`src/rtl/cpu_pkg.sv`:
```
// Shared fetch-stage types: default widths, NOP encoding and the instruction/PC/valid packet.
package cpu_pkg;
  localparam int CPU_PC_W    = 8;
  localparam int CPU_INSTR_W = 12;

  localparam logic [CPU_INSTR_W-1:0] NOP_INSTR = 12'h000;

  typedef struct packed {
    logic [CPU_INSTR_W-1:0] instr;
    logic [CPU_PC_W-1:0]    pc;
    logic                   valid;
  } fetch_pkt_t;

  localparam fetch_pkt_t NOP_PKT = '{instr: NOP_INSTR, pc: '0, valid: 1'b0};
endpackage

```
`src/rtl/fetch_skid_buffer.sv`:
```
// 1-entry skid holding a returning read while the pipe is stopped; loads in 1 cycle,
// drains when the consumer takes it; flush has priority over load and drain.
module fetch_skid_buffer
  import cpu_pkg::*;
(
  input  logic       clk,
  input  logic       reset,
  input  logic       load_i,
  input  logic       drain_i,
  input  logic       flush_i,
  input  fetch_pkt_t pkt_i,
  output fetch_pkt_t pkt_o
);

  fetch_pkt_t pkt_q, pkt_d;

  always_comb begin
    pkt_d = pkt_q;
    if (flush_i) begin
      pkt_d = NOP_PKT;
    end else if (load_i) begin
      pkt_d       = pkt_i;
      pkt_d.valid = 1'b1;
    end else if (drain_i) begin
      pkt_d = NOP_PKT;
    end
  end

  always_ff @(posedge clk or posedge reset) begin
    if (reset) pkt_q <= NOP_PKT;
    else       pkt_q <= pkt_d;
  end

  assign pkt_o = pkt_q;

endmodule

```
`src/rtl/instruction_fetch_unit.sv`:
```
// Fetch stage: PC generation, synchronous imem read, 2-cycle issue-to-output latency.
// Stall holds the output and parks the in-flight read in the skid; redirect flushes everything.
module instruction_fetch_unit
  import cpu_pkg::*;
#(
  parameter int              PC_W     = CPU_PC_W,    // must match cpu_pkg packet widths
  parameter int              INSTR_W  = CPU_INSTR_W,
  parameter logic [PC_W-1:0] RESET_PC = '0
) (
  input  logic               clk,
  input  logic               reset,
  input  logic               stall,
  input  logic               redirect_valid,
  input  logic [PC_W-1:0]    redirect_pc,
  output logic               imem_en,
  output logic [PC_W-1:0]    imem_addr,
  input  logic [INSTR_W-1:0] imem_rdata,
  output logic [INSTR_W-1:0] instr_out,
  output logic               instr_valid,
  output logic [PC_W-1:0]    pc_out
);

  logic [PC_W-1:0] fetch_pc_q, fetch_pc_d;
  logic [PC_W-1:0] inflight_pc_q;
  logic            inflight_q;
  logic            issue;
  fetch_pkt_t      out_q, out_d;
  fetch_pkt_t      ret_pkt, skid_pkt;

  assign issue     = ~stall & ~redirect_valid;
  assign imem_en   = issue;
  assign imem_addr = fetch_pc_q;

  assign ret_pkt = '{instr: imem_rdata, pc: inflight_pc_q, valid: inflight_q};

  fetch_skid_buffer u_skid (
    .clk     (clk),
    .reset   (reset),
    .load_i  (~redirect_valid & stall & inflight_q),
    .drain_i (~redirect_valid & ~stall & skid_pkt.valid),
    .flush_i (redirect_valid),
    .pkt_i   (ret_pkt),
    .pkt_o   (skid_pkt)
  );

  always_comb begin
    fetch_pc_d = fetch_pc_q;
    if (redirect_valid) fetch_pc_d = redirect_pc;
    else if (issue)     fetch_pc_d = fetch_pc_q + PC_W'(1);
  end

  // Skid is older than any in-flight read, so it always wins the output slot.
  always_comb begin
    out_d = out_q;
    if (redirect_valid) begin
      out_d = NOP_PKT;
    end else if (!stall) begin
      if (skid_pkt.valid)  out_d = skid_pkt;
      else if (inflight_q) out_d = ret_pkt;
      else                 out_d = NOP_PKT;
    end
  end

  always_ff @(posedge clk or posedge reset) begin
    if (reset) begin
      fetch_pc_q    <= RESET_PC;
      inflight_q    <= 1'b0;
      inflight_pc_q <= '0;
      out_q         <= NOP_PKT;
    end else begin
      fetch_pc_q <= fetch_pc_d;
      inflight_q <= issue;
      if (issue) inflight_pc_q <= fetch_pc_q;
      out_q <= out_d;
    end
  end

  assign instr_out   = out_q.instr;
  assign instr_valid = out_q.valid;
  assign pc_out      = out_q.pc;

endmodule

```
`config.mk`:
```
export PLATFORM = sky130hd
export DESIGN_NAME = instruction_fetch_unit
export DESIGN_NICKNAME = d
export VERILOG_FILES = /design/src/rtl/cpu_pkg.sv /design/src/rtl/fetch_skid_buffer.sv /design/src/rtl/instruction_fetch_unit.sv
export SDC_FILE = /design/constraint.sdc
export NUM_CORES = 1
export LEC_CHECK = 0
export BUFFER_PORTS_ARGS = -buffer_cell sky130_fd_sc_hd__buf_2
export CORE_UTILIZATION = 60
export CTS_BUF_LIST = sky130_fd_sc_hd__clkbuf_8
export DETAILED_ROUTE_END_ITERATION = 6
export PLACE_DENSITY = 0.87
export SLEW_MARGIN = 20
export SYNTH_ARGS = -nofsm -noshare
export SYNTH_HDL_FRONTEND = slang
export SYNTH_HIERARCHICAL = 1
export SYNTH_SLANG_ARGS = --single-unit
```
`constraint.sdc`:
```
create_clock -name clk -period 2.36 [get_ports clk]
set_input_delay 0.354 -clock clk [delete_from_list [all_inputs] [get_ports clk]]
set_output_delay 0.354 -clock clk [all_outputs]
set_load 0.01 [all_outputs]
```
==> results.md <==
Logic synthesis:
- Summing every instance area after synthesis gives between 2000 and 3000 um2.
- The most numerous cell in the Yosys netlist is sky130_fd_sc_hd__dfrtp_1.
- The top cell type by area accounts for 58.2% of the synthesized area.
- The number of warning messages in the yosys log is 6.
- The post-synthesis share of cell area spent on xor and xnor gates is 1.38%.
- The multiplexer fraction of the synthesized cell area is 3.95%.
- Sorting the synthesized cells by how often they occur yields sky130_fd_sc_hd__dfrtp_1, sky130_fd_sc_hd__nand2_1, sky130_fd_sc_hd__a32o_1, sky130_fd_sc_hd__a32oi_1, sky130_fd_sc_hd__buf_2.
- The number of nets handed over by synthesis was 243.
- The combinational family with the most area after synthesis is compound AO/OA/AOI/OAI gates.
- The dominant register cell in the synthesized netlist is sky130_fd_sc_hd__dfrtp_1.
- The number of cells produced by synthesis is approximately 220.
- After Yosys synthesis, and, or, nand and nor cells account for 14.7% of the synthesized area.
- Summed over all instances, the cell type with the most area after synthesis is sky130_fd_sc_hd__dfrtp_1.
- Ranked by total cell area, the synthesized netlist is headed by sky130_fd_sc_hd__dfrtp_1, sky130_fd_sc_hd__a32o_1, sky130_fd_sc_hd__nand2_1.
- After synthesis, the netlist uses 30 different library cells.
- The register area share after synthesis is between 50% and 60%.
- The synthesized design contains 0 enable-type register cells.
- The average instance in the mapped netlist occupies 11.6 um2.
- The synthesized netlist devotes 16.7% of its cell area to compound gates.
- The post-synthesis share of cell area spent on full adders, half adders and majority gates is less than 1%.
- After synthesis the netlist holds a flip-flop and latch count of 59.
- The async set-or-reset flop fraction in the synthesized netlist is 100%.

Global route:
- The via count of the first global-routing pass is approximately 2000.
- The first global-routing pass estimated 9540 um of wire.
- The overall overflow remaining after global route is 0.
- The total global-route track usage is 29.5%.
- The pin count of the biggest net entering global routing is 39.
- The initial antenna violation count was 0.

Clocking:
- TritonCTS created 9 clock buffers.
- The hold buffer count at CTS is 0.
- TritonCTS built the clock tree.
- At the later pin of the worst-skew pair, clock insertion delay measures between 0.3 and 0.4 ns.
- The clock net in this run drives a total of slightly below 60 sinks.
- The total of cells resized after clock tree synthesis is 0.
- The tree is rooted in a sky130_fd_sc_hd__clkbuf_8.
- In this run the deepest clock path goes through 2 buffers.
- The number of levels the H-tree was split into is 3.
- Clock-pin slew was measured on the worst setup and hold paths at 0.07 ns.
- The setup fix buffers added after clock tree synthesis is 0.

Critical path:
- At the worst endpoint, the arrival time is 1.90 ns.
- The top fanout value on the critical path is 20.
- The number of buffer and inverter stages on the critical path is 1.
- The register-to-register setup slack is just under 0.8 ns.
- The critical path goes through buf_2 > nor2b_1 > and2_1 > nor2b_2 > a32o_1.
- The critical path startpoint category is an input pin.
- The reg-to-reg endpoint is u_skid/pkt_o[6].
- The number of cells traversed by the worst register-to-register path is 3.
- The cell with the biggest individual delay on the critical path is sky130_fd_sc_hd__nor2b_2.
- STA classifies the critical path endpoint as a flop.
- In this design, the stage delay of the slowest critical-path cell is 0.71 ns.
- Among cell families on the critical path, the largest total delay comes from simple AND/OR/NAND/NOR gates.
- In this run the critical register-to-register path is launched from inflight_q.
- At the worst endpoint, the required time is 2.62 ns.
- The type of the worst setup path is input pin to flop.

Place:
- The global placer's final weighted congestion is 0.780.
- The total half-perimeter wirelength after legalization and detailed placement is 3670 um.
- The count of buffers added on input and output ports is 53.
- The worst slack after detailed placement is 0.410 ns.

Power and ir drop:
- Power spread over the standard cell area amounts to 742 nW/um2.
- For this design the static power due to leakage is 1.54 nW.
- VDD sags by at most approximately 420 uV.

Die:
- The initial core utilization is 63.0%.
- The floorplan step set the die width to 67.0 um.
- The number of top-level pins is 54.
- The die covers 4490 um2.
- Measured along the y axis, the die boundary spans 67.0 um.
- After floorplanning, the core was divided into 23 placement rows.
- The core footprint is 4030 um2.

Route:
- The final antenna-violating net count is 0.
- The detailed router finished its first iteration with 237 violations.
- The routed length per instance is approximately 18 um.
- Summed over all layers, the routed wires come to 5830 um.
- The length of the first detailed-routing pass in iterations is 4.
- The routed layout has just over 2000 vias.
- The detailed-route vias per instance is 6.15.
- After detailed routing, the number of remaining DRC violations is 0.

Timing:
- Setup slack closes at 0.717 ns.
- The remaining max-slew budget at the tightest pin is 44.4%.
- The worst-case clock skew is 0.00946 ns.
- Dividing the final minimum period by the clock period gives 69.6%.
- For the pin with the worst max-slew slack, the measured transition is 0.831 ns.
- The highest clock rate is 0.609 GHz.
- The max-slew violation count came to 0.
- The routed design could run at a clock period as short as between 1.5 and 2 ns.
- Setup violations remaining at the end of the flow were counted as 0.
- Setup total negative slack on the finished layout was measured at 0 ns.
- Setup repair after global routing left no endpoint under its margin.
- The final hold violation count is 0.

Worst hold path:
- The path class of the lowest-slack min-delay path is input pin to asynchronous set/reset pin.

Finish:
- Cells fill 75.1% of the core in the end.
- The post-route netlist has between 30% and 40% of its cells at a drive strength greater than 1.
- The number of antenna diodes in the final layout is 0.
- The number of nets in the final layout is 300.
- The layout-stage area growth over the synthesis result is 19.3%.

Status:
- The flow ran to the end, and the final reports show no timing, DRC or antenna violations.

Run:
- Max-cap violations in this run came to 0.
[worst min-delay path, stage by stage]
cell	delay, ns
sky130_fd_sc_hd__buf_2	0.10
sky130_fd_sc_hd__inv_1	0.05
sky130_fd_sc_hd__buf_4	0.41
[per-layer routing]
metal  share of wire, %  global-route usage [%]
met1                 45                    39.7
met2                 49                    46.1
met3                4.4                    4.97
met4                1.7                    13.6
met5                  0                       0
[power by group]
part,total [W],switching (W),internal (W)
Clock,0.000886,0.000404,0.000483
Sequential,0.00114,0.0000639,0.00107
Combinational,0.000220,0.000125,0.0000950
[cell families (layout without fill, tap and decap cells)]
| group | count (synthesis) | in the layout |
|---|---|---|
| AOI/OAI and AO/OA | 49 | 49 |
| muxes | 9 | 9 |
| xor gates and xnor gates | 4 | 4 |
| buffers and inverters | 20 | 82 |
| adders and majority gates | 1 | 1 |
| and+or+nand+nor | 76 | 76 |
| DFF | 59 | 59 |
[sequential cells by signal, summed over array words and instances, names as in the netlist]
name,cells
imem_addr,8
inflight_pc_q,8
inflight_q,1
instr_out,12
instr_valid,1
pc_out,8
u_skid/pkt_o,21
[placed cells by master (no fill, tap or decap), types with 2 or more instances in the layout]
cell / n
sky130_fd_sc_hd__dfrtp_1: 59
sky130_fd_sc_hd__buf_2: 53
sky130_fd_sc_hd__nand2_1: 48
sky130_fd_sc_hd__a32oi_1: 20
sky130_fd_sc_hd__a32o_1: 20
sky130_fd_sc_hd__clkbuf_8: 9
sky130_fd_sc_hd__buf_4: 9
sky130_fd_sc_hd__mux2_2: 8
sky130_fd_sc_hd__o21ai_0: 8
sky130_fd_sc_hd__nor2b_1: 6
sky130_fd_sc_hd__xor2_1: 4
sky130_fd_sc_hd__nand3_1: 4
sky130_fd_sc_hd__nand4b_1: 3
sky130_fd_sc_hd__or4_1: 3
sky130_fd_sc_hd__clkinv_2: 3
sky130_fd_sc_hd__nor2_2: 2
sky130_fd_sc_hd__and2_1: 2
sky130_fd_sc_hd__inv_1: 2
sky130_fd_sc_hd__nor3_1: 2
sky130_fd_sc_hd__clkinvlp_4: 2
[stage by stage]
step           power (W)  instances  cell area [um2]  hold slack (ns)
2_1_floorplan    0.00128        218             2540            0.331
3_3_place_gp     0.00136        314             2830            0.468
3_5_place_dp     0.00137        314             2830            0.475
4_1_cts          0.00225        330             3030            0.156
5_1_grt          0.00233        330             3030            0.181
6_report         0.00224        330             3030            0.135
[worst max-delay path by stage]
stage	from	endpoint	slack (ns)	depth (start not counted)
after global placement	stall	u_skid/pkt_o[13]	0.48	5
final	stall	u_skid/pkt_o[6]	0.72	5
after CTS	stall	u_skid/pkt_o[9]	0.74	5
after floorplan	stall	u_skid/pkt_o[10]	0.82	7
after global routing	stall	u_skid/pkt_o[9]	0.56	5
after detailed placement	stall	u_skid/pkt_o[9]	0.41	5
[area by class of cell]
class	count	area (um2)
Fill cell	270	1000
Tap cell	50	62.6
Timing Repair Buffer	62	333
Multi-Input combinational cell	139	946
Inverter	4	15.0
Clock buffer	9	124
Sequential cell	59	1480
Clock inverter	7	68.8
No activity file was read; power rests on OpenSTA's default activity.
